==> src/rtl/door_sequencer.sv <==
// Door cycle sequencer: warns, opens, holds and closes the door once per car arrival.
// Every phase is timed in prescaled ticks; the timer restarts on each phase entry.
module door_sequencer #(
  parameter int TICK_DIV    = 50000000,
  parameter int WARN_TICKS  = 3,
  parameter int OPEN_TICKS  = 5,
  parameter int CLOSE_TICKS = 2
) (
  input  logic       clk,
  input  logic       reset,
  input  logic       arrive,
  input  logic       open_btn,
  input  logic       close_btn,
  input  logic       obstruct,
  output logic       blink_start,
  output logic       door_open,
  output logic       moving,
  output logic       done,
  output logic [1:0] state
);

  localparam int PW = (TICK_DIV > 2) ? $clog2(TICK_DIV) : 1;
  localparam logic [PW-1:0] PRESC_LAST = PW'(TICK_DIV - 1);
  localparam logic [PW-1:0] PRESC_ONE  = PW'(1);
  localparam logic [PW-1:0] PRESC_ZERO = PW'(0);

  typedef enum logic [1:0] {
    IDLE    = 2'd0,
    WARN    = 2'd1,
    OPEN    = 2'd2,
    CLOSING = 2'd3
  } state_t;

  state_t        state_r;
  state_t        state_nx_s;
  logic [PW-1:0] presc_r;
  logic [PW-1:0] presc_nx_s;
  logic [3:0]    cnt_r;
  logic [3:0]    cnt_nx_s;
  logic [3:0]    cnt_inc_s;
  logic [3:0]    limit_s;
  logic          tick_s;
  logic          phase_end_s;
  logic          restart_s;
  logic          blink_nx_s;
  logic          door_open_nx_s;
  logic          moving_nx_s;
  logic          done_nx_s;

  // Next-state, timer and output decode
  always_comb begin
    state_nx_s     = state_r;
    restart_s      = 1'b0;
    presc_nx_s     = presc_r;
    cnt_nx_s       = cnt_r;
    limit_s        = 4'd0;
    tick_s         = (presc_r == PRESC_LAST);
    cnt_inc_s      = cnt_r + 4'd1;
    phase_end_s    = 1'b0;
    blink_nx_s     = 1'b0;
    door_open_nx_s = 1'b0;
    moving_nx_s    = 1'b0;
    done_nx_s      = 1'b0;

    case (state_r)
      WARN:    limit_s = 4'(WARN_TICKS);
      OPEN:    limit_s = 4'(OPEN_TICKS);
      CLOSING: limit_s = 4'(CLOSE_TICKS);
      default: limit_s = 4'd0;
    endcase
    phase_end_s = tick_s && (cnt_inc_s == limit_s);

    case (state_r)
      IDLE: begin
        restart_s = 1'b1;
        if (arrive) state_nx_s = WARN;
        else        state_nx_s = IDLE;
      end
      WARN: begin
        if (phase_end_s) state_nx_s = OPEN;
        else             state_nx_s = WARN;
      end
      OPEN: begin
        // A held open request or obstruction pins the timer at zero and beats close_btn
        if (open_btn || obstruct) restart_s  = 1'b1;
        else if (close_btn)       state_nx_s = CLOSING;
        else if (phase_end_s)     state_nx_s = CLOSING;
        else                      state_nx_s = OPEN;
      end
      CLOSING: begin
        if (obstruct || open_btn) state_nx_s = OPEN;
        else if (phase_end_s)     state_nx_s = IDLE;
        else                      state_nx_s = CLOSING;
      end
      default: state_nx_s = IDLE;
    endcase

    if ((state_nx_s != state_r) || restart_s) begin
      presc_nx_s = PRESC_ZERO;
      cnt_nx_s   = 4'd0;
    end else if (tick_s) begin
      presc_nx_s = PRESC_ZERO;
      cnt_nx_s   = cnt_inc_s;
    end else begin
      presc_nx_s = presc_r + PRESC_ONE;
      cnt_nx_s   = cnt_r;
    end

    blink_nx_s     = (state_r == IDLE) && (state_nx_s == WARN);
    done_nx_s      = (state_r == CLOSING) && (state_nx_s == IDLE);
    door_open_nx_s = (state_nx_s == OPEN);
    moving_nx_s    = (state_nx_s == WARN) || (state_nx_s == CLOSING);
  end

  // State, timer and registered outputs
  always_ff @(posedge clk) begin
    if (reset) begin
      state_r     <= IDLE;
      presc_r     <= PRESC_ZERO;
      cnt_r       <= 4'd0;
      blink_start <= 1'b0;
      door_open   <= 1'b0;
      moving      <= 1'b0;
      done        <= 1'b0;
    end else begin
      state_r     <= state_nx_s;
      presc_r     <= presc_nx_s;
      cnt_r       <= cnt_nx_s;
      blink_start <= blink_nx_s;
      door_open   <= door_open_nx_s;
      moving      <= moving_nx_s;
      done        <= done_nx_s;
    end
  end

  assign state = state_r;

endmodule

==> config.mk <==
export PLATFORM = sky130hd
export DESIGN_NAME = door_sequencer
export DESIGN_NICKNAME = d
export VERILOG_FILES = /design/src/rtl/door_sequencer.sv
export SDC_FILE = /design/constraint.sdc
export NUM_CORES = 1
export LEC_CHECK = 0
export BUFFER_PORTS_ARGS = -buffer_cell sky130_fd_sc_hd__buf_2
export CAP_MARGIN = 25
export CORE_AREA = 3 3 84 86
export CTS_CLUSTER_SIZE = 10
export DETAILED_ROUTE_END_ITERATION = 8
export DIE_AREA = 0 0 87 89
export PLACE_DENSITY = 0.41
export SLEW_MARGIN = 20
export SYNTH_ARGS = -nofsm -noshare
export SYNTH_HDL_FRONTEND = slang
export SYNTH_SLANG_ARGS = --single-unit
==> constraint.sdc <==
create_clock -name clk -period 6.8 [get_ports clk]
set_clock_uncertainty 0.15 [all_clocks]
set_input_delay 0.34 -clock clk [delete_from_list [all_inputs] [get_ports clk]]
set_output_delay 0.34 -clock clk [all_outputs]
set_load 0.05 [all_outputs]
# Yosys cells after proc, flatten, opt, wreduce, memory -nomap -nowiden
# Index checks and enable logic that the tools add are counted.
[word_totals]
regBits = 36
inputBits = 6
out_inout_bits = 6
[op_classes]
add_sub_neg = 2
eq_ne = 9
mux = 11
reduce_logical = 10
[op_table]
columns = ["operator", "count"]
rows = [
  ["26-bit by 1-bit adder with 26-bit output (second input constant)", 1],
  ["26-bit equality test (second input constant)", 1],
  ["3-bit one-hot mux with 3 select lines", 1],
  ["2-bit equality test (second input constant)", 4],
  ["2-bit 2-to-1 mux", 4],
  ["2-bit one-hot mux with 4 select lines", 1],
  ["4-bit by 1-bit adder with 4-bit output (second input constant)", 1],
  ["2-bit by 1-bit equality test with 1-bit output (second input constant)", 2],
  ["4-bit equality test", 1],
  ["2-bit zero test", 2],
  ["1-bit 2-to-1 mux", 4],
  ["1-bit logical AND", 3],
  ["1-bit logical OR", 3],
  ["3-bit OR reduction", 1],
  ["2-bit inequality test", 1],
  ["1-bit one-hot mux with 2 select lines", 1],
  ["2-bit OR reduction", 1],
]

# Depth between registers and ports, before layout
# Gate-level depths: netlist of the first run.
[depth]
depth_word = 11
ltp_mapped = 12

# Worst setup path before layout of the first run
# Ideal clock, no wire load.
[synth_path]
path_kind = "register to register"
start = "register state_r[0] (netlist: state[0])"
end = "register presc_r[21]"
setup_ns = 0.064
t_arrival_ns = 3.026
required_ns = 6.586
path_slack_ns = 3.560
path_stages_with_launch = 12
n_path_buf = 2
cell_sequence = "dfxtp_1 inv_1 ha_1 buf_6 xor2_1 nor3_1 a31o_2 and3_2 a2111o_1 a311o_2 buf_6 nor2_1"
[synth_via]
elab_chain_len = 11
elab_cells_between_ends = 18
classes_between = "eq/ne: 5; mux: 9; reduce/logical: 4"
[synth_rtl]
columns = ["element", "line_no", "text"]
rows = [
  ["start, declared", "34", "state_t state_r;"],
  ["start signal, assigned", "126", "state_r <= state_nx_s;"],
  ["2-bit equality test or 2-bit by 1-bit equality test with 1-bit output (tied branches)", "65, 73", ""],
  ["3-bit one-hot mux with 3 select lines", "65", "case (state_r)"],
  ["4-bit equality test", "71", "phase_end_s = tick_s && (cnt_inc_s == limit_s);"],
  ["1-bit logical AND", "71", ""],
  ["1-bit 2-to-1 mux", "87", "else if (phase_end_s) state_nx_s = CLOSING;"],
  ["1-bit 2-to-1 mux", "86", "else if (close_btn) state_nx_s = CLOSING;"],
  ["2-bit 2-to-1 mux", "85", "if (open_btn || obstruct) restart_s = 1'b1;"],
  ["2-bit one-hot mux with 4 select lines", "73", "case (state_r)"],
  ["2-bit inequality test", "98", "if ((state_nx_s != state_r) || restart_s) begin"],
  ["1-bit logical OR (*)", "98", ""],
  ["3-bit OR reduction (no source line) (*)", "n/a", ""],
  ["end signal, assigned", "127", "presc_r <= presc_nx_s;"],
  ["end, declared", "36", "logic [PW-1:0] presc_r;"],
]
# Every way passes the cells marked *; elsewhere a longest branch is shown, timed or not.
# A chain may end at the register's enable or synchronous reset.

# Final worst setup path of the first run
[layout_path]
start = "register state_r[0] (netlist: state[0])"
end = "register presc_r[3]"
# Same word-level chain as after synthesis.

==> results of run 1 <==
[critical path, stage by stage (launching register included)]
cell and delay, ns:
sky130_fd_sc_hd__dfxtp_1 0.48, sky130_fd_sc_hd__inv_1 0.15, sky130_fd_sc_hd__ha_1 0.35, sky130_fd_sc_hd__xor2_1 0.22, sky130_fd_sc_hd__nor3_1 0.06, sky130_fd_sc_hd__a31o_2 0.27, sky130_fd_sc_hd__and3_2 0.24, sky130_fd_sc_hd__a2111o_1 0.43
sky130_fd_sc_hd__a311o_2 0.53, sky130_fd_sc_hd__nor2_1 0.15
[per-layer routing]
metal | GRT usage [%] | wire length [µm]
met1 | 14.7 | 2010
met2 | 19.1 | 1660
met3 | 2.86 | 158
met4 | 5.52 | 71
met5 | 0 | 0
[synthesized netlist by cell type, types with 2 or more instances]
master	count
sky130_fd_sc_hd__inv_1	8
sky130_fd_sc_hd__xor2_1	20
sky130_fd_sc_hd__a21oi_1	2
sky130_fd_sc_hd__nand3_1	13
sky130_fd_sc_hd__clkbuf_1	2
sky130_fd_sc_hd__nand4_1	4
sky130_fd_sc_hd__mux2i_1	2
sky130_fd_sc_hd__o21ai_0	2
sky130_fd_sc_hd__nor3_1	19
sky130_fd_sc_hd__ha_1	7
sky130_fd_sc_hd__and3_2	3
sky130_fd_sc_hd__and4_1	3
sky130_fd_sc_hd__buf_6	3
sky130_fd_sc_hd__or3_1	2
sky130_fd_sc_hd__and2_1	2
sky130_fd_sc_hd__xnor2_1	12
sky130_fd_sc_hd__nor2_1	28
sky130_fd_sc_hd__dfxtp_1	36
sky130_fd_sc_hd__nand2_1	16
sky130_fd_sc_hd__and3_1	3
[layout make-up]
class	instances	area (µm²)	share of cell area [%]
tap	77	96.3	4.59
multi-input combinational	164	1100	52.3
timing repair buffer	12	62.6	2.98
inverter	8	30.0	1.43
sequential	36	721	34.3
clock inverter	2	10.0	0.476
clock buffer	6	82.6	3.93
[worst min-delay path by stage]
stage                 end  slack [ns]  depth (start not counted)        from
3_5_place_dp   presc_r[0]        0.31                          1  presc_r[0]
5_1_grt          state[0]        0.11                          2       reset
4_1_cts          state[0]         0.1                          2       reset
2_1_floorplan    state[0]        0.26                          1       reset
3_3_place_gp   presc_r[0]        0.31                          1  presc_r[0]
6_report         state[0]        0.11                          2       reset
[cells by family (layout without fill, tap and decap cells)]
group / after synthesis / count (layout) / synth area share, %
compound gates: 18 / 18 / 8.01
xor+xnor: 32 / 32 / 14.8
fa+ha+maj: 7 / 7 / 4.63
buf+inv: 13 / 28 / 3.77
flops: 36 / 36 / 38.1
mux: 2 / 2 / 1.06
simple gates: 105 / 105 / 29.6
[through the flow]
stage | cells | area (µm²) | util [%] | hold slack, ns
CTS | 305 | 2100 | 33.1 | 0.0987
global route | 305 | 2100 | 33.1 | 0.107
floorplan | 213 | 1890 | - | 0.262
global placement | 297 | 2010 | 31.6 | 0.311
finish | 305 | 2100 | 33.1 | 0.109
detailed placement | 297 | 2010 | 31.6 | 0.310
[sequential cells by signal (all words and copies together) (netlist names)]
signal       flops
cnt_r            4
done             1
moving           1
door_open        1
presc_r         26
state            2
blink_start      1
[where the power goes]
part | internal [mW] | leakage (nW) | total (mW) | switching (mW)
clock | 0.0809 | 0.0510 | 0.158 | 0.0770
combinational | 0.0120 | 0.418 | 0.0401 | 0.0281
sequential | 0.213 | 0.291 | 0.215 | 0.00209
==> results.tsv, run 1 <==
stage	metric	value	unit
status	outcome	finished clean	
logic_synthesis	synthesis.yosys.warnings	0	
die	core_region_area	6350	µm²
logic_synthesis	seq_area_frac_synth	38.1	%
sta	min_period	3.10	ns
sta	slew_viol_final	0	
placement	place.detailed.hpwl	2840	µm
setup_path	crit_path_end	presc_r[3]	
final_layout	antenna_cells	0	
logic_synthesis	yosys-top-cells-area	sky130_fd_sc_hd__dfxtp_1 (38%), sky130_fd_sc_hd__xor2_1 (9.3%), sky130_fd_sc_hd__nor2_1 (5.6%)	
sta	max_clock_freq	0.323	GHz
setup_path	ff2ff_path_depth	9	
drt	detail_route.wl_per_cell	12.8	µm
setup_path	end_kind	register	
sta	relSlewSlack	62.8	%
global_routing	grt_first_pass_wirelength	7160	µm
clock_tree	clkTransAtPathRegs	0.08	ns
final_layout	final_cell_mix	sky130_fd_sc_hd__dfxtp_1 (36), sky130_fd_sc_hd__nor2_1 (28), sky130_fd_sc_hd__xor2_1 (20), sky130_fd_sc_hd__nor3_1 (19), sky130_fd_sc_hd__nand2_1 (16)	
logic_synthesis	synth.top_cell.area_share	38.1	%
setup_path	cp-startpoint	state[0]	
power	power_density	197	nW/µm²
run	cap_violations	0	
global_routing	grt_overflow_total	0	
logic_synthesis	number_of_flops_mapped_to_enable_cells_by_yosys	0	
logic_synthesis	synth_nets	226	
final_layout	fraction_of_layout_instances_using_a_drive_strength_above_1	14.5	%
sta	final_hold_viol_count	0	
logic_synthesis	number_of_instances_in_the_synthesized_netlist	213	
clock_tree	number_of_cts_inserted_buffers	5	
placement	dp_slack	3.73	ns
drt	vias_per_cell	4.79	
setup_path	critical_path.max_fanout	16	
clock_tree	postCtsResizedCells	0	
clock_tree	cts-root-to-sink-buffers	2	
die	area_of_the_die	7740	µm²
clock_tree	post_cts_buffers	0	
setup_path	r2r_start	state[0]	
global_routing	antenna_found_initial	0	
setup_path	crit_arrival	3.17	ns
global_routing	grtUsageTotal	11.8	%
setup_path	r2r_end	presc_r[3]	
power	power.leakage	0.760	nW
sta	timing.setup.tns	0	ns
drt	dr.pass1.iters	4	
logic_synthesis	synth.lib_cells_used.distinct	46	
global_routing	grt_max_degree	17	
power	report.power.total	0.413	mW
final_layout	fill_cells	673	
sta	setup_violations	0	
setup_path	cp_data_required_time	6.87	ns
drt	num_vias	1460	
drt	first_iter_violations	45	
sta	final_period_utilization	45.6	%
die	num_io_pins	12	
logic_synthesis	synthesis.area	1890	µm²
clock_tree	clkSinkCount	36	
sta	rsz0062_at_grt	false	
sta	timing.final.ws_setup	3.70	ns
final_layout	finalNetCount	240	
drt	drt_wl_total	3900	µm
sta	worst-slew-pin-transition	0.558	ns
logic_synthesis	synth_top_cell_by_area	sky130_fd_sc_hd__dfxtp_1	
drt	route.detailed.drc	0	
placement	place_congestion	0.772	
drt	postRouteAntennaNets	0	
logic_synthesis	asyncSetResetFlopFracSynth	0	%
clock_tree	depth_of_the_cts_h_tree	2	
final_layout	syn_to_final_growth	11.1	%
global_routing	first_global_vias	1552	
logic_synthesis	synth-seq-cells	36	
setup_path	start_kind	register	
setup_path	r2r_setup_slack	3.70	ns
power	power.ir.vdd_worst	0.112	mV
die	die_width	87	µm
clock_tree	post_cts_hold_buffer_count	0	
clock_tree	cts_tree	built	
die	die_h	89	µm
clock_tree	worstSkewPairLatency	0.29	ns
setup_path	critPathKind	reg -> reg	
logic_synthesis	synth_area_per_cell	8.88	µm²
hold_path	min_path_type	in -> reg	
logic_synthesis	synth_top_flop_cell	sky130_fd_sc_hd__dfxtp_1	
clock_tree	ctsRootBufferMaster	sky130_fd_sc_hd__clkbuf_8	
die	initial_core_util	29.8	%
die	fp-row-count	29	
final_layout	final_common_cell	sky130_fd_sc_hd__dfxtp_1	
placement	number_of_i_o_port_buffers	11	
Note: power is estimated with default switching activity, not from simulation.
==> run 2: changes to the inputs <==
--- a/config.mk
+++ b/config.mk
@@ -11,7 +11,7 @@
 export CTS_CLUSTER_SIZE = 10
 export DETAILED_ROUTE_END_ITERATION = 8
 export DIE_AREA = 0 0 87 89
-export PLACE_DENSITY = 0.41
+export PLACE_DENSITY = 0.43
 export SLEW_MARGIN = 20
 export SYNTH_ARGS = -nofsm -noshare
 export SYNTH_HDL_FRONTEND = slang
==> constraint.sdc (replaced) <==
create_clock -name clk -period 2.5 [get_ports clk]
set_clock_uncertainty 0.15 [all_clocks]
set_input_delay 0.125 -clock clk [delete_from_list [all_inputs] [get_ports clk]]
set_output_delay 0.125 -clock clk [all_outputs]
set_load 0.05 [all_outputs]
==> run 2 against run 1 <==
The flow now finishes with violations (negative setup slack). Non-clock buffer count is 43 higher. Sequential power grew to 2.7 times the previous value. Flip-flop and latch count stayed put. Wire length is 24% higher. Combinational power grew to 4.0 times the previous value. Cell count is 14% higher. Sequential share of layout area is 6.6 points lower. Critical path depth stayed put. Clock power grew to 3.0 times the previous value. Largest power group unchanged.
==> results.tsv, run 2 (same netlist as run 1, synthesis figures left out) <==
stage	metric	value	unit	change
global_routing	grt_max_degree	15		was 17
final_layout	finish.utilization	41.7	%	was 33.1%
hold_path	launch_instance_of_the_worst_min_delay_path	arrive		was reset
status	outcome	complete, but fails checks		was finished clean
drt	vias_per_cell	4.92		was 4.79
clock_tree	cts_tree	built		unchanged
sta	slew_viol_final	0		unchanged
setup_path	end_kind	register		unchanged
setup_path	cp_data_required_time	2.59	ns	was 6.87 ns
final_layout	fill_cells	646		was 673
final_layout	final_common_cell	sky130_fd_sc_hd__buf_4		was sky130_fd_sc_hd__dfxtp_1
sta	final_hold_viol_count	0		unchanged
clock_tree	clkSinkCount	36		unchanged
clock_tree	depth_of_the_cts_h_tree	2		unchanged
placement	dpl-instance-area	2380	µm²	was 2010 µm²
sta	timing.final.ws_setup	-0.0441	ns	was 3.70 ns
setup_path	critPathKind	reg -> reg		unchanged
clock_tree	ctsRootBufferMaster	sky130_fd_sc_hd__clkbuf_8		unchanged
global_routing	antenna_found_initial	0		unchanged
final_layout	fraction_of_layout_instances_using_a_drive_strength_above_1	40.1	%	was 14.5%
drt	detail_route.wl_per_cell	13.8	µm	was 12.8 µm
hold_path	whs_endpoint	state[0]		unchanged
setup_path	r2r_start	state[0]		unchanged
clock_tree	clkTransAtPathRegs	0.08	ns	about the same
drt	first_iter_violations	74		was 45
run	cap_violations	0		unchanged
hold_path	min_path_type	in -> reg		unchanged
placement	place_congestion	0.756		was 0.772
global_routing	grtUsageTotal	13.7	%	was 11.8%
die	fp-row-count	29		unchanged
final_layout	syn_to_final_growth	39.9	%	was 11.1%
drt	dr.pass1.iters	4		unchanged
global_routing	first_global_vias	1668		was 1,552
sta	timing.setup.tns	-0.204	ns	was 0 ns
final_layout	antenna_cells	0		unchanged
power	power.ir.vdd_worst	0.207	mV	was 0.112 mV
final_layout	flip_flop_count_of_the_largest_register_after_layout	26		unchanged
setup_path	critical_path.max_fanout	8		was 16
sta	final_period_utilization	102	%	was 45.6%
setup_path	r2r_end	presc_r[7]		was presc_r[3]
final_layout	regArea	732	µm²	was 721 µm²
placement	place.detailed.hpwl	3280	µm	was 2840 µm
die	num_io_pins	12		unchanged
drt	num_vias	1718		was 1,460
power	power.leakage	1.01	nW	was 0.760 nW
die	die_h	89	µm	unchanged
sta	setup_violations	8		was 0
die	area_of_the_die	7740	µm²	unchanged
setup_path	ff2ff_path_depth	9		unchanged
placement	dpl.cell_count	335		was 297
final_layout	final-instance-count-excl-fill	349		was 305
final_layout	finalNetCount	284		was 240
sta	min_period	2.54	ns	was 3.10 ns
status	failing_checks	negative setup slack		
final_layout	multi_input_area	1270	µm²	was 1100 µm²
die	core_region_area	6350	µm²	unchanged
final_layout	final_area	2650	µm²	was 2100 µm²
sta	max_clock_freq	0.393	GHz	was 0.323 GHz
final_layout	regMostFlops	presc_r		unchanged
die	initial_core_util	29.8	%	unchanged
placement	number_of_i_o_port_buffers	11		unchanged
setup_path	crit_arrival	2.63	ns	was 3.17 ns
drt	postRouteAntennaNets	0		unchanged
power	power_density	460	nW/µm²	was 197 nW/µm²
sta	relSlewSlack	72.4	%	was 62.8%
hold_path	worstHoldPathCells	4		was 2
final_layout	final_cell_mix	sky130_fd_sc_hd__buf_4 (41), sky130_fd_sc_hd__dfxtp_1 (31), sky130_fd_sc_hd__nor2_1 (23), sky130_fd_sc_hd__xor2_1 (19), sky130_fd_sc_hd__nand2_1 (15)		was sky130_fd_sc_hd__dfxtp_1 (36), sky130_fd_sc_hd__nor2_1 (28), sky130_fd_sc_hd__xor2_1 (20), sky130_fd_sc_hd__nor3_1 (19), sky130_fd_sc_hd__nand2_1 (16)
drt	drt_wl_total	4830	µm	was 3900 µm
sta	rsz0062_at_grt	true		was false
setup_path	start_kind	register		unchanged
die	die_width	87	µm	unchanged
global_routing	grt_first_pass_wirelength	8040	µm	was 7160 µm
clock_tree	worstSkewPairLatency	0.30	ns	was 0.29 ns
setup_path	r2r_setup_slack	-0.04	ns	was 3.70 ns
drt	route.detailed.drc	0		unchanged
global_routing	grt_overflow_total	0		unchanged
clock_tree	cts-root-to-sink-buffers	2		unchanged
clock_tree	number_of_cts_inserted_buffers	5		unchanged
sta	worst-slew-pin-transition	0.413	ns	was 0.558 ns
## run 2: per-layer routing
layer | track usage [%] | vias up | share of wire, %
met1 | 17.8 | 822 | 50
met2 | 22.1 | 17 | 46
met4 | 4.67 | 0 | 1.2
met3 | 3.50 | 7 | 2.6
met5 | 0 | - | 0
li1 | - | 872 | -
## run 2: layout make-up
class / instances / area share (%)
Multi-Input combinational cell: 165 / 48.2
Sequential cell: 36 / 27.7
Timing Repair Buffer: 55 / 15.3
Clock buffer: 7 / 3.69
Tap cell: 77 / 3.64
Inverter: 8 / 1.32
Clock inverter: 1 / 0.189
## run 2: critical path, stage by stage, from the launching register on
cell and delay [ns]:
sky130_fd_sc_hd__dfxtp_4 0.36, sky130_fd_sc_hd__inv_4 0.08, sky130_fd_sc_hd__ha_4 0.15, sky130_fd_sc_hd__xor2_2 0.15, sky130_fd_sc_hd__nor3_1 0.06, sky130_fd_sc_hd__a31o_2 0.24
sky130_fd_sc_hd__and3_4 0.18, sky130_fd_sc_hd__a2111o_1 0.44, sky130_fd_sc_hd__a311o_2 0.53, sky130_fd_sc_hd__nor2_1 0.14
## run 2: worst max path at each step
| stage | startpoint | end | slack [ns] |
|---|---|---|---|
| CTS | presc_r[11] | presc_r[7] | -0.04 |
| detailed placement | presc_r[11] | presc_r[7] | -0.14 |
| global placement | presc_r[11] | presc_r[3] | -0.11 |
| finish | state[0] | presc_r[7] | -0.04 |
| global route | state[0] | presc_r[7] | -0.13 |
| floorplan | presc_r[9] | presc_r[21] | -0.19 |
## run 2: stage by stage
step	hold WS (ns)	worst slack [ns]	power [mW]
final	0.162	-0.0441	1.22
after CTS	0.175	-0.0417	1.23
after detailed placement	0.211	-0.143	0.743
after global routing	0.227	-0.133	1.28
after global placement	0.198	-0.108	0.743
after floorplan	0.0377	-0.194	0.691
## run 2: repair_timing
| action | in CTS | in global routing |
|---|---|---|
| endpoints found under the hold margin | 3 | 0 |
| hold buffers | 1 | 0 |
| resized for setup | 12 | 12 |
| setup endpoints to repair | 16 | 31 |
| buffers inserted | 1 | 3 |
| pin swaps | 10 | 5 |
| cloned | 1 | 0 |
## run 2: power breakdown
part	internal (mW)	total, mW	switching (mW)
Combinational	0.0599	0.162	0.103
Sequential	0.578	0.582	0.00373
Clock	0.256	0.473	0.217
==> run 3: changes to the inputs <==
--- a/config.mk
+++ b/config.mk
@@ -5,12 +5,13 @@
 export SDC_FILE = /design/constraint.sdc
 export NUM_CORES = 1
 export LEC_CHECK = 0
-export BUFFER_PORTS_ARGS = -buffer_cell sky130_fd_sc_hd__buf_2
+export ABC_AREA = 1
+export BUFFER_PORTS_ARGS = -buffer_cell sky130_fd_sc_hd__buf_4
 export CAP_MARGIN = 25
-export CORE_AREA = 3 3 84 86
+export CORE_AREA = 3 3 87 89
 export CTS_CLUSTER_SIZE = 10
 export DETAILED_ROUTE_END_ITERATION = 8
-export DIE_AREA = 0 0 87 89
+export DIE_AREA = 0 0 90 92
 export PLACE_DENSITY = 0.43
 export SLEW_MARGIN = 20
 export SYNTH_ARGS = -nofsm -noshare
==> run 3 against run 2 <==
The flow now finishes without violations. Critical path type unchanged. Synthesized cell count rose by 19%. Critical path depth rose by 8. Fmax rose by 8.9%. Global-route usage fell by 3.3 points. Wire length fell by 22%. Register-to-register slack improved by 0.21 ns. Cell count rose by 8.0%. Flip-flop and latch count did not move. Hold slack improved by 0.026 ns. Clock power rose by 19%.
==> results.tsv, run 3 <==
stage	metric	value	unit	change
global_routing	grt_overflow_total	0		unchanged
global_routing	grt_first_pass_wirelength	7080	µm	was 8040 µm
die	area_of_the_die	8280	µm²	was 7740 µm²
sta	final_hold_viol_count	0		unchanged
placement	place_congestion	0.811		was 0.756
logic_synthesis	yosys-top-cells-area	sky130_fd_sc_hd__dfxtp_1 (35%), sky130_fd_sc_hd__nor2_4 (12%), sky130_fd_sc_hd__xor2_1 (7.3%)		was sky130_fd_sc_hd__dfxtp_1 (38%), sky130_fd_sc_hd__xor2_1 (9.3%), sky130_fd_sc_hd__nor2_1 (5.6%)
sta	worst-slew-pin-transition	0.307	ns	was 0.413 ns
logic_synthesis	yosysMostFrequentCell	sky130_fd_sc_hd__inv_1		was sky130_fd_sc_hd__dfxtp_1
final_layout	fraction_of_layout_instances_using_a_drive_strength_above_1	30.2	%	was 40.1%
global_routing	first_global_vias	1616		was 1,668
setup_path	critPathKind	reg -> reg		unchanged
setup_path	crit_chain	buf_4, ha_2, inv_1, nand2_1, nand2_1, nand2_1, nand3_1, nor2_2, nand2_2, a21oi_2, nand3_2, nand3_1, nand2_2, nor2_4, nand2_4, buf_12, nor2_1		was inv_4, ha_4, xor2_2, nor3_1, a31o_2, and3_4, a2111o_1, a311o_2, nor2_1
logic_synthesis	synth_top_cell_by_area	sky130_fd_sc_hd__dfxtp_1		unchanged
clock_tree	number_of_cts_inserted_buffers	5		unchanged
logic_synthesis	number_of_flops_mapped_to_enable_cells_by_yosys	0		unchanged
drt	postRouteAntennaNets	0		unchanged
setup_path	worst_path_max_delay_cell	sky130_fd_sc_hd__dfxtp_4		was sky130_fd_sc_hd__a311o_2
final_layout	final_cell_mix	sky130_fd_sc_hd__inv_1 (35), sky130_fd_sc_hd__dfxtp_1 (33), sky130_fd_sc_hd__nand2_1 (31), sky130_fd_sc_hd__nor2_1 (29), sky130_fd_sc_hd__nor2_4 (22)		was sky130_fd_sc_hd__buf_4 (41), sky130_fd_sc_hd__dfxtp_1 (31), sky130_fd_sc_hd__nor2_1 (23), sky130_fd_sc_hd__xor2_1 (19), sky130_fd_sc_hd__nand2_1 (15)
logic_synthesis	synthesis.yosys.warnings	0		unchanged
setup_path	cp_data_required_time	2.58	ns	was 2.59 ns
sta	rsz0062_at_grt	true		unchanged
setup_path	critical_path.max_fanout	14		was 8
final_layout	regArea	729	µm²	was 732 µm²
sta	timing.final.ws_setup	0.165	ns	was -0.0441 ns
logic_synthesis	number_of_instances_in_the_synthesized_netlist	253		was 213
power	power_switching_share	22.6	%	was 26.6%
logic_synthesis	synth-seq-cells	36		unchanged
drt	drt_wl_total	3790	µm	was 4830 µm
sta	slew_viol_final	0		unchanged
die	initial_core_util	29.8	%	about the same
power	comb_power_share	9.2	%	was 13.3%
final_layout	syn_to_final_growth	23.2	%	was 39.9%
clock_tree	depth_of_the_cts_h_tree	2		unchanged
final_layout	fill_cells	752		was 646
clock_tree	cts_tree	built		unchanged
drt	detail_route.wl_per_cell	10.1	µm	was 13.8 µm
drt	route.detailed.drc	0		unchanged
hold_path	launch_instance_of_the_worst_min_delay_path	arrive		unchanged
status	outcome	finished clean		was complete, but fails checks
die	fp-row-count	30		was 29
sta	final_period_utilization	93.4	%	was 102%
power	power.leakage	0.887	nW	was 1.01 nW
global_routing	grtUsageTotal	10.4	%	was 13.7%
setup_path	end_kind	register		unchanged
power	total_switching_power	0.285	mW	was 0.323 mW
setup_path	r2r_end	presc_r[15]		was presc_r[7]
sta	max_clock_freq	0.428	GHz	was 0.393 GHz
global_routing	antenna_found_initial	0		unchanged
logic_synthesis	synth.lib_cells_used.distinct	27		was 46
logic_synthesis	synth_nets	266		was 226
final_layout	finalNetCount	293		was 284
power	power.ir.vdd_worst	0.204	mV	was 0.207 mV
setup_path	critical_path.max_stage_delay	0.38	ns	was 0.53 ns
final_layout	flip_flop_count_of_the_largest_register_after_layout	26		unchanged
hold_path	whs_endpoint	state[0]		unchanged
clock_tree	clkTransAtPathRegs	0.08	ns	about the same
logic_synthesis	asyncSetResetFlopFracSynth	0	%	unchanged
drt	first_iter_violations	38		was 74
final_layout	multi_input_area	1170	µm²	was 1270 µm²
placement	number_of_i_o_port_buffers	11		unchanged
setup_path	r2r_setup_slack	0.16	ns	was -0.04 ns
final_layout	regMostFlops	presc_r		unchanged
die	die_width	90	µm	was 87 µm
drt	vias_per_cell	4.11		was 4.92
placement	dp_slack	0.0621	ns	was -0.143 ns
power	sequentialPowerShare	46.1	%	was 47.8%
final_layout	antenna_cells	0		unchanged
die	core_region_area	6830	µm²	was 6350 µm²
placement	dpl-instance-area	2270	µm²	was 2380 µm²
run	cap_violations	0		unchanged
hold_path	min_path_type	in -> reg		unchanged
logic_synthesis	synthesis.area	2040	µm²	was 1890 µm²
logic_synthesis	synth_top_flop_cell	sky130_fd_sc_hd__dfxtp_1		unchanged
power	power_density	503	nW/µm²	was 460 nW/µm²
logic_synthesis	synth_commonest_cells	sky130_fd_sc_hd__inv_1 (38), sky130_fd_sc_hd__dfxtp_1 (36), sky130_fd_sc_hd__nor2_1 (33), sky130_fd_sc_hd__nand2_1 (31)		was sky130_fd_sc_hd__dfxtp_1 (36), sky130_fd_sc_hd__nor2_1 (28), sky130_fd_sc_hd__xor2_1 (20), sky130_fd_sc_hd__nor3_1 (19), sky130_fd_sc_hd__nand2_1 (16)
sta	timing.setup.tns	0	ns	was -0.204 ns
die	die_h	92	µm	was 89 µm
power	report.power.total	1.26	mW	was 1.22 mW
drt	dr.pass1.iters	4		unchanged
logic_synthesis	synth.top_cell.area_share	35.4	%	was 38.1%
setup_path	critPathMostFrequentCell	sky130_fd_sc_hd__nand2_1		
setup_path	r2r_start	state[0]		unchanged
drt	num_vias	1548		was 1,718
final_layout	final_area	2510	µm²	was 2650 µm²
power	int_power	0.975	mW	was 0.894 mW
clock_tree	cts-root-to-sink-buffers	2		unchanged
die	num_io_pins	12		unchanged
global_routing	grt_max_degree	15		unchanged
sta	worst_hold_slack_after_final_layout	0.188	ns	was 0.162 ns
setup_path	crit_arrival	2.41	ns	was 2.63 ns
clock_tree	worstSkewPairLatency	0.28	ns	was 0.30 ns
sta	setup_violations	0		was 8
setup_path	ff2ff_path_depth	17		was 9
sta	min_period	2.34	ns	was 2.54 ns
clock_tree	ctsRootBufferMaster	sky130_fd_sc_hd__clkbuf_8		unchanged
logic_synthesis	synth_area_per_cell	8.05	µm²	was 8.88 µm²
setup_path	start_kind	register		unchanged
sta	relSlewSlack	79.4	%	was 72.4%
placement	place.detailed.hpwl	2830	µm	was 3280 µm
final_layout	final_common_cell	sky130_fd_sc_hd__inv_1		was sky130_fd_sc_hd__buf_4
power	power_frac_clock	44.7	%	was 38.9%
clock_tree	clkSinkCount	36		unchanged
logic_synthesis	seq_area_frac_synth	35.4	%	was 38.1%
hold_path	worstHoldPathCells	5		was 4
## run 3: cell types whose count changed after synthesis, sizes merged, moves of 6 or more
cell / before / now
inv: 8 / 40
nor2: 29 / 56
nand2: 16 / 40
nor3: 20 / 8
nand3: 13 / 23
xnor2: 12 / 6
## run 3: stage by stage
stage                     instances  utilization [%]
after floorplan                 253                -
after global placement          364             33.2
after detailed placement        364             33.2
after CTS                       373             35.2
after global routing            377             36.7
final                           377             36.7
## run 3: worst max path at each step
stage / start / end / slack [ns] / depth (start not counted)
6_report: state[0] / presc_r[15] / 0.16 / 17
5_1_grt: state[0] / presc_r[17] / -0.02 / 15
4_1_cts: state[0] / presc_r[22] / 0.04 / 17
3_5_place_dp: state[0] / presc_r[18] / 0.06 / 17
3_3_place_gp: state[1] / presc_r[18] / 0.01 / 15
2_1_floorplan: state[0] / presc_r[6] / 0.01 / 15
## run 3: cells by family after synthesis
group	synth area share [%]
buffers and inverters	9.34
muxes	0.492
AOI/OAI and AO/OA	2.70
DFF	35.4
and+or+nand+nor	37.9
xor gates and xnor gates	9.90
adders and majority gates	4.30
## run 3: layer usage
metal | vias up | track usage (%) | share of wire, % | routed length (µm)
met4 | 0 | 4.21 | 0.95 | 36
li1 | 834 | - | - | -
met5 | - | 0 | 0 | 0
met2 | 11 | 17.1 | 47 | 1790
met3 | 4 | 2.46 | 2.5 | 94
met1 | 699 | 13.0 | 49 | 1870
## run 3: final cells by class
class	instances	share of cell area, %
Clock buffer	7	3.84
Clock inverter	1	1.20
Inverter	40	5.99
Multi-Input combinational cell	175	46.7
Sequential cell	36	29.1
Tap cell	96	4.79
Timing Repair Buffer	22	8.38
## run 3: power by group through the flow
stage / Combinational, mW / Sequential, mW / Clock (mW)
floorplan: 0.0588 / 0.610 / 0
global placement: 0.102 / 0.595 / 0
detailed placement: 0.100 / 0.595 / 0
CTS: 0.102 / 0.582 / 0.587
global route: 0.125 / 0.581 / 0.611
finish: 0.116 / 0.580 / 0.564
## run 3: critical path, delay by kind of cell (launching register included)
family,cells,cell delay [ns]
adders and majority gates,1,0.20
AOI/OAI and AO/OA,1,0.15
buffers and inverters,3,0.33
and+or+nand+nor,12,1.05
DFF,1,0.38
## run 3: repair_timing
item / 4_1_cts / 5_1_grt
buffers inserted: 0 / 3
hold buffers: 1 / 0
setup endpoints to repair: 0 / 30
gates resized for setup: 0 / 17
hold endpoints to repair: 4 / 0
